<file path="src/rtl/otter_cache_pkg.sv">
// Shared types and default geometry for the direct-mapped instruction cache.
package otter_cache_pkg;

  typedef enum logic {IDLE, FILL} icache_state_t;

  localparam int LINES_DEF = 16;
  localparam int WORDS_DEF = 8;

  localparam int OFF_W = $clog2(WORDS_DEF);
  localparam int IDX_W = $clog2(LINES_DEF);
  localparam int TAG_W = 30 - OFF_W - IDX_W;

  function automatic int tag_bits(input int lines, input int words);
    return 30 - $clog2(lines) - $clog2(words);
  endfunction

endpackage

</file>
<file path="src/rtl/icache_array.sv">
// Tag and data storage: one asynchronous read port, one clocked write port.
// Nothing here is reset; line validity lives in the controller.
module icache_array
  import otter_cache_pkg::*;
#(
  parameter int LINES = LINES_DEF,
  parameter int WORDS = WORDS_DEF
) (
  input  logic                                   clk,
  input  logic [$clog2(LINES)-1:0]               rd_idx,
  input  logic [$clog2(WORDS)-1:0]               rd_off,
  output logic [31:0]                            rd_data,
  output logic [tag_bits(LINES, WORDS)-1:0]      rd_tag,
  input  logic                                   we,
  input  logic [$clog2(LINES)-1:0]               wr_idx,
  input  logic [$clog2(WORDS)-1:0]               wr_off,
  input  logic [31:0]                            wr_data,
  input  logic                                   tag_we,
  input  logic [tag_bits(LINES, WORDS)-1:0]      wr_tag
);

  logic [31:0]                       data_mem [LINES][WORDS];
  logic [tag_bits(LINES, WORDS)-1:0] tag_mem  [LINES];

  always_ff @(posedge clk) begin
    if (we)     data_mem[wr_idx][wr_off] <= wr_data;
    if (tag_we) tag_mem[wr_idx]          <= wr_tag;
  end

  assign rd_data = data_mem[rd_idx][rd_off];
  assign rd_tag  = tag_mem[rd_idx];

endmodule

</file>
<file path="src/rtl/icache_ctrl.sv">
// Direct-mapped read-only I-cache controller: combinational hit path, in-order
// line burst fill on a miss, memValid1 low for every stall cycle.
module icache_ctrl
  import otter_cache_pkg::*;
#(
  parameter int LINES = LINES_DEF,
  parameter int WORDS = WORDS_DEF
) (
  input  logic        CLK,
  input  logic        RST,
  input  logic [31:0] pc,
  output logic [31:0] instr,
  output logic        memValid1,
  output logic [31:0] mem_addr,
  output logic        mem_rd,
  input  logic [31:0] mem_data,
  input  logic        mem_ready
);

  localparam int OB = $clog2(WORDS);
  localparam int IB = $clog2(LINES);
  localparam int TB = tag_bits(LINES, WORDS);

  icache_state_t      state;
  logic [LINES-1:0]   valid;
  logic [TB+IB-1:0]   miss_line;
  logic [OB-1:0]      fill_cnt;

  logic [TB-1:0]      pc_tag;
  logic [IB-1:0]      pc_idx;
  logic [OB-1:0]      pc_off;
  logic [IB-1:0]      miss_idx;
  logic [TB-1:0]      miss_tag;
  logic [TB-1:0]      rd_tag;
  logic [31:0]        rd_data;
  logic               lookup_hit;
  logic               last_word;
  logic               fill_we;
  logic               unused_pc_bits;

  assign pc_tag   = pc[31:IB+OB+2];
  assign pc_idx   = pc[IB+OB+1:OB+2];
  assign pc_off   = pc[OB+1:2];
  assign miss_idx = miss_line[IB-1:0];
  assign miss_tag = miss_line[TB+IB-1:IB];
  assign unused_pc_bits = ^pc[1:0];

  assign lookup_hit = valid[pc_idx] && (rd_tag == pc_tag);
  assign last_word  = (fill_cnt == OB'(WORDS - 1));
  // Reset wins over a write landing on the same edge.
  assign fill_we    = (state == FILL) && mem_ready && !RST;

  icache_array #(.LINES(LINES), .WORDS(WORDS)) u_array (
    .clk     (CLK),
    .rd_idx  (pc_idx),
    .rd_off  (pc_off),
    .rd_data (rd_data),
    .rd_tag  (rd_tag),
    .we      (fill_we),
    .wr_idx  (miss_idx),
    .wr_off  (fill_cnt),
    .wr_data (mem_data),
    .tag_we  (fill_we && last_word),
    .wr_tag  (miss_tag)
  );

  always_ff @(posedge CLK) begin
    if (RST) begin
      state     <= IDLE;
      valid     <= '0;
      fill_cnt  <= '0;
      miss_line <= '0;
    end else begin
      case (state)
        IDLE: begin
          if (!lookup_hit) begin
            miss_line <= {pc_tag, pc_idx};
            fill_cnt  <= '0;
            state     <= FILL;
          end
        end
        FILL: begin
          if (mem_ready) begin
            fill_cnt <= fill_cnt + 1'b1;
            if (last_word) begin
              valid[miss_idx] <= 1'b1;
              state           <= IDLE;
            end
          end
        end
        default: state <= IDLE;
      endcase
    end
  end

  assign memValid1 = (state == IDLE) && lookup_hit;
  assign instr     = rd_data;
  assign mem_rd    = (state == FILL);
  assign mem_addr  = (state == FILL) ? {miss_line, fill_cnt, 2'b00} : 32'h0;

endmodule
</file>
<file path="config.mk">
export PLATFORM = sky130hd
export DESIGN_NAME = icache_ctrl
export DESIGN_NICKNAME = d
export VERILOG_FILES = /design/src/rtl/otter_cache_pkg.sv /design/src/rtl/icache_array.sv /design/src/rtl/icache_ctrl.sv
export SDC_FILE = /design/constraint.sdc
export NUM_CORES = 2
export LEC_CHECK = 0
export ABC_AREA = 1
export CAP_MARGIN = 20
export CORE_UTILIZATION = 30
export DETAILED_ROUTE_END_ITERATION = 7
export GPL_ROUTABILITY_DRIVEN = 0
export HOLD_SLACK_MARGIN = 0.1
export PLACE_DENSITY_LB_ADDON = 0.08
export SLEW_MARGIN = 20
export SYNTH_ARGS = -nofsm -noshare
export SYNTH_HDL_FRONTEND = slang
export SYNTH_HIERARCHICAL = 1
export SYNTH_MEMORY_MAX_BITS = 65536
export SYNTH_SLANG_ARGS = --single-unit
</file>
<file path="constraint.sdc">
create_clock -name CLK -period 6.48 [get_ports CLK]
set_clock_uncertainty 0.05 [all_clocks]
set_input_delay 0.972 -clock CLK [delete_from_list [all_inputs] [get_ports CLK]]
set_output_delay 0.972 -clock CLK [all_outputs]
set_load 0.1 [all_outputs]
</file>
==> results.py <==
metrics = {
    "status": {
        "status": "completed",
    },
    "critical_path": {
        "worst-r2r-setup-slack_ns": 2.40,
        "cp.arrival_ns": 4.75,
        "cp_common_cell": "nand3_1",
        "crit_buf_inv": 4,
        "path_cells": "buf_16 -> clkinv_16 -> buf_4 -> nand2_1 -> nand3_1 -> nand3_1 -> nand3_1 -> nand3_1 -> nand3_1 -> nand3_1 -> nand2_1 -> buf_12",
        "start_kind": "primary input",
        "slowest_stage": "buf_4",
        "required_ns": 5.46,
        "worstSetupPathType": "primary input to primary output",
        "cp_top_family": "simple AND/OR/NAND/NOR gates",
        "slowest_delay_ns": 0.51,
        "path_max_fanout": 95,
        "worstSetupEndpointType": "primary output",
    },
    "clock_network": {
        "clkLatencyLatePin_ns": 1.07,
        "clock_path_buffers": 4,
        "clkSlewWorstSetupHoldPaths_ns": 0.06,
        "root_buffer": "clkbuf_16",
        "numCtsBuffers": 541,
        "post_cts_buffers": 0,
        "cts_tree": "built",
        "htreeDepth": 6,
        "cts_sinks": 4511,
    },
    "finish": {
        "final_nets": 15060,
        "final_layout_size_suffix_gt1_share_pct": 9.930,
        "syn_to_final_growth_pct": 15.98,
        "layout.cells.non_filler": 23480,
    },
    "yosys": {
        "yosys.cell_count.top_type": "edfxtp_1",
        "synth_area_um2": 181900,
        "yosysTopAreaCell": "edfxtp_1",
        "synthCells": 14760,
        "seq_area_frac_synth_pct": 74.19,
        "synth_cell_types": 35,
        "yosys-top-cells-count": "edfxtp_1 (4,464), nand2_1 (4,292), nand3_1 (4,092), buf_2 (458), nor2_1 (372)",
        "synthFlopType": "edfxtp_1",
        "ys_ff_latch": 4511,
        "yosysWarnings": 6,
        "synth_edf_count": 4464,
        "yosys.area.top_type_share_pct": 73.68,
        "synthAdderAreaFrac_pct": 0.01375,
        "synth_compound_area_share_pct": 1.199,
        "synthArstFlopShare_pct": 0,
        "yosys-top-cells-area": "edfxtp_1 (74%), nand3_1 (11%), nand2_1 (8.9%)",
        "syn_avg_cell_area_um2": 12.33,
        "synthMuxAreaShare_pct": 0.005501,
        "synth_xor_area_share_pct": 0.04332,
        "synth-simple-area-share_pct": 20.98,
        "synth_top_family_by_area": "simple AND/OR/NAND/NOR gates",
    },
    "route": {
        "drtAntennaViolNets": 0,
        "drcViolationCount": 0,
        "vias": 117200,
        "wire_per_inst_um": 27.97,
        "drt_wl_total_um": 656500,
        "vias_per_cell": 4.994,
        "dr.pass1.iters": 6,
        "drt_iter0_markers": 9560,
    },
    "timing": {
        "worst_pin_slew_ns": 1.143,
        "finalHoldViolCount": 0,
        "worst_slack_ns": 0.7037,
        "period_needed_ns": 5.776,
        "fin_crit_sh_pct": 89.14,
        "final-setup-viol-count": 0,
        "tns_ns": 0,
        "rsz0062_at_grt": "no",
        "final_max_slew_viol_count": 0,
        "fmax_mhz": 173.1,
        "slew_headroom_pct": 23.63,
    },
    "pwr": {
        "ir_drop_mv": 0.2742,
        "pwr-share-comb_pct": 6.9,
        "p_clk_share_pct": 44.0,
        "power.internal_mw": 49.30,
        "powerDensity_nw_per_um2": 309.9,
        "finalPower_mw": 65.38,
        "switchingPower_mw": 16.09,
        "p_leak_nw": 72.04,
        "swShare_pct": 24.60,
        "power_frac_seq_pct": 49.2,
    },
    "floorplan": {
        "fp.dieW_um": 780.8,
        "die_area_um2": 609600,
        "initial_utilization_pct": 30.16,
        "die_h_um": 780.8,
        "core_um2": 603400,
        "rows": 285,
        "ios": 133,
    },
    "global_route": {
        "grt_overflow": 0,
        "track_usage_pct": 20.88,
        "antenna_found_initial": 41,
        "grt_pass1_vias": 112600,
        "grt_pass1_wl_um": 916400,
        "grt_start_max_net_pins": 158,
    },
    "place": {
        "place_hpwl_um": 369200,
        "dp_slack_ns": 0.7380,
        "port_buffers": 128,
        "placed_cells": 22480,
    },
    "min_path": {
        "min_path_type": "primary input to register",
    },
    "run": {
        "cap_violations": 0,
    },
}
## logic make-up (layout without fill, tap and decap cells)
group	count (synthesis)	in the layout
buffers and inverters	1087	1727
AND/OR/NAND/NOR	8781	8781
multiplexers	1	1
flip-flops	4511	4511
adder cells (fa/ha/maj)	2	2
XOR/XNOR	9	9
other	1	43
AO/OA/AOI/OAI	365	365
## power groups by stage
stage	clock network, mW	logic [mW]	registers [mW]
floorplan	0	2.27	32.7
global placement	0	4.56	32.7
finish	28.8	4.48	32.1
detailed placement	0	4.55	32.8
global route	30.6	4.80	32.1
CTS	29.5	4.56	32.1
## final timing paths
| check | from | to | cells past startpoint |
|---|---|---|---|
| max | pc[5] | instr[1] | 12 |
| min | mem_data[10] | u_array/data_mem[12][10]$_DFFE_PP_ | 1 |
| max reg2reg | mem_rd$_SDFF_PP0_ | u_array/data_mem[7][57]$_DFFE_PP_ | 8 |
| min reg2reg | valid[3]$_SDFFE_PP0P_ | valid[3]$_SDFFE_PP0P_ | 2 |
## worst reg2reg max path, cell delays in order, from the launching register on
cell and delay, ns:
dfxtp_2 0.32, nand2_1 0.10, nor2_1 0.28, inv_1 0.07
nor2_1 0.55, buf_4 0.32, nand2_2 0.56, nor2_4 1.05
buf_4 0.46
## per-stage QoR
step                      hold slack, ns  utilization, %  area [um2]
after floorplan                   0.3786               -      182000
after global placement            0.3893           32.21      194300
after detailed placement          0.3954           32.22      194400
after CTS                         0.1282           34.95      210900
after global routing              0.1568           34.96      210900
final                             0.2333           34.97      211000
## per-layer routing
metal	vias up	part of all wire (%)	track usage, %
li1	53610	-	-
met1	60290	47	30.19
met2	2650	47	33.87
met3	685	4.4	2.396
met4	4	2.0	4.379
met5	-	0.0034	0
## state kept, by name, summed over array words and instances (netlist names)
signal,flops
miss_line,27
u_array/tag_mem,368
u_array/data_mem,4096
mem_rd,1
fill_cnt,3
valid,16
## final cells by class
| cell class | instances | area [um2] |
|---|---|---|
| Inverter | 84 | 381.6 |
| Tap cell | 8036 | 10050 |
| Clock inverter | 259 | 2138 |
| Fill cell | 59600 | 392300 |
| Multi-Input combinational cell | 9160 | 41610 |
| Timing Repair Buffer | 691 | 7416 |
| Antenna cell | 41 | 102.6 |
| Clock buffer | 693 | 14320 |
| Sequential cell | 4511 | 135000 |
## cell usage in the layout, fill, tap and decap left out, types with 16 or more instances in the layout
cell type        count
clkinv_1           137
edfxtp_1          4464
inv_16              16
a21oi_2             20
o22ai_1             50
buf_6               32
nand3_1           4092
nor2_4             145
nand2_1           4270
o21ai_0            210
nor2_1             228
dfxtp_1             46
o221ai_1            48
nand2_2             42
inv_1               75
clkinv_2            58
clkbuf_1           139
buf_4              442
diode_2             41
clkdlybuf4s50_1     55
buf_12             152
clkbuf_16          548
## what timing repair did
action | 4_1_cts | 5_1_grt
hold buffers | 2 | 0
endpoints found under the hold margin | 18 | 0
resized for setup | 0 | 0
Power figures use the tool's default switching activity.
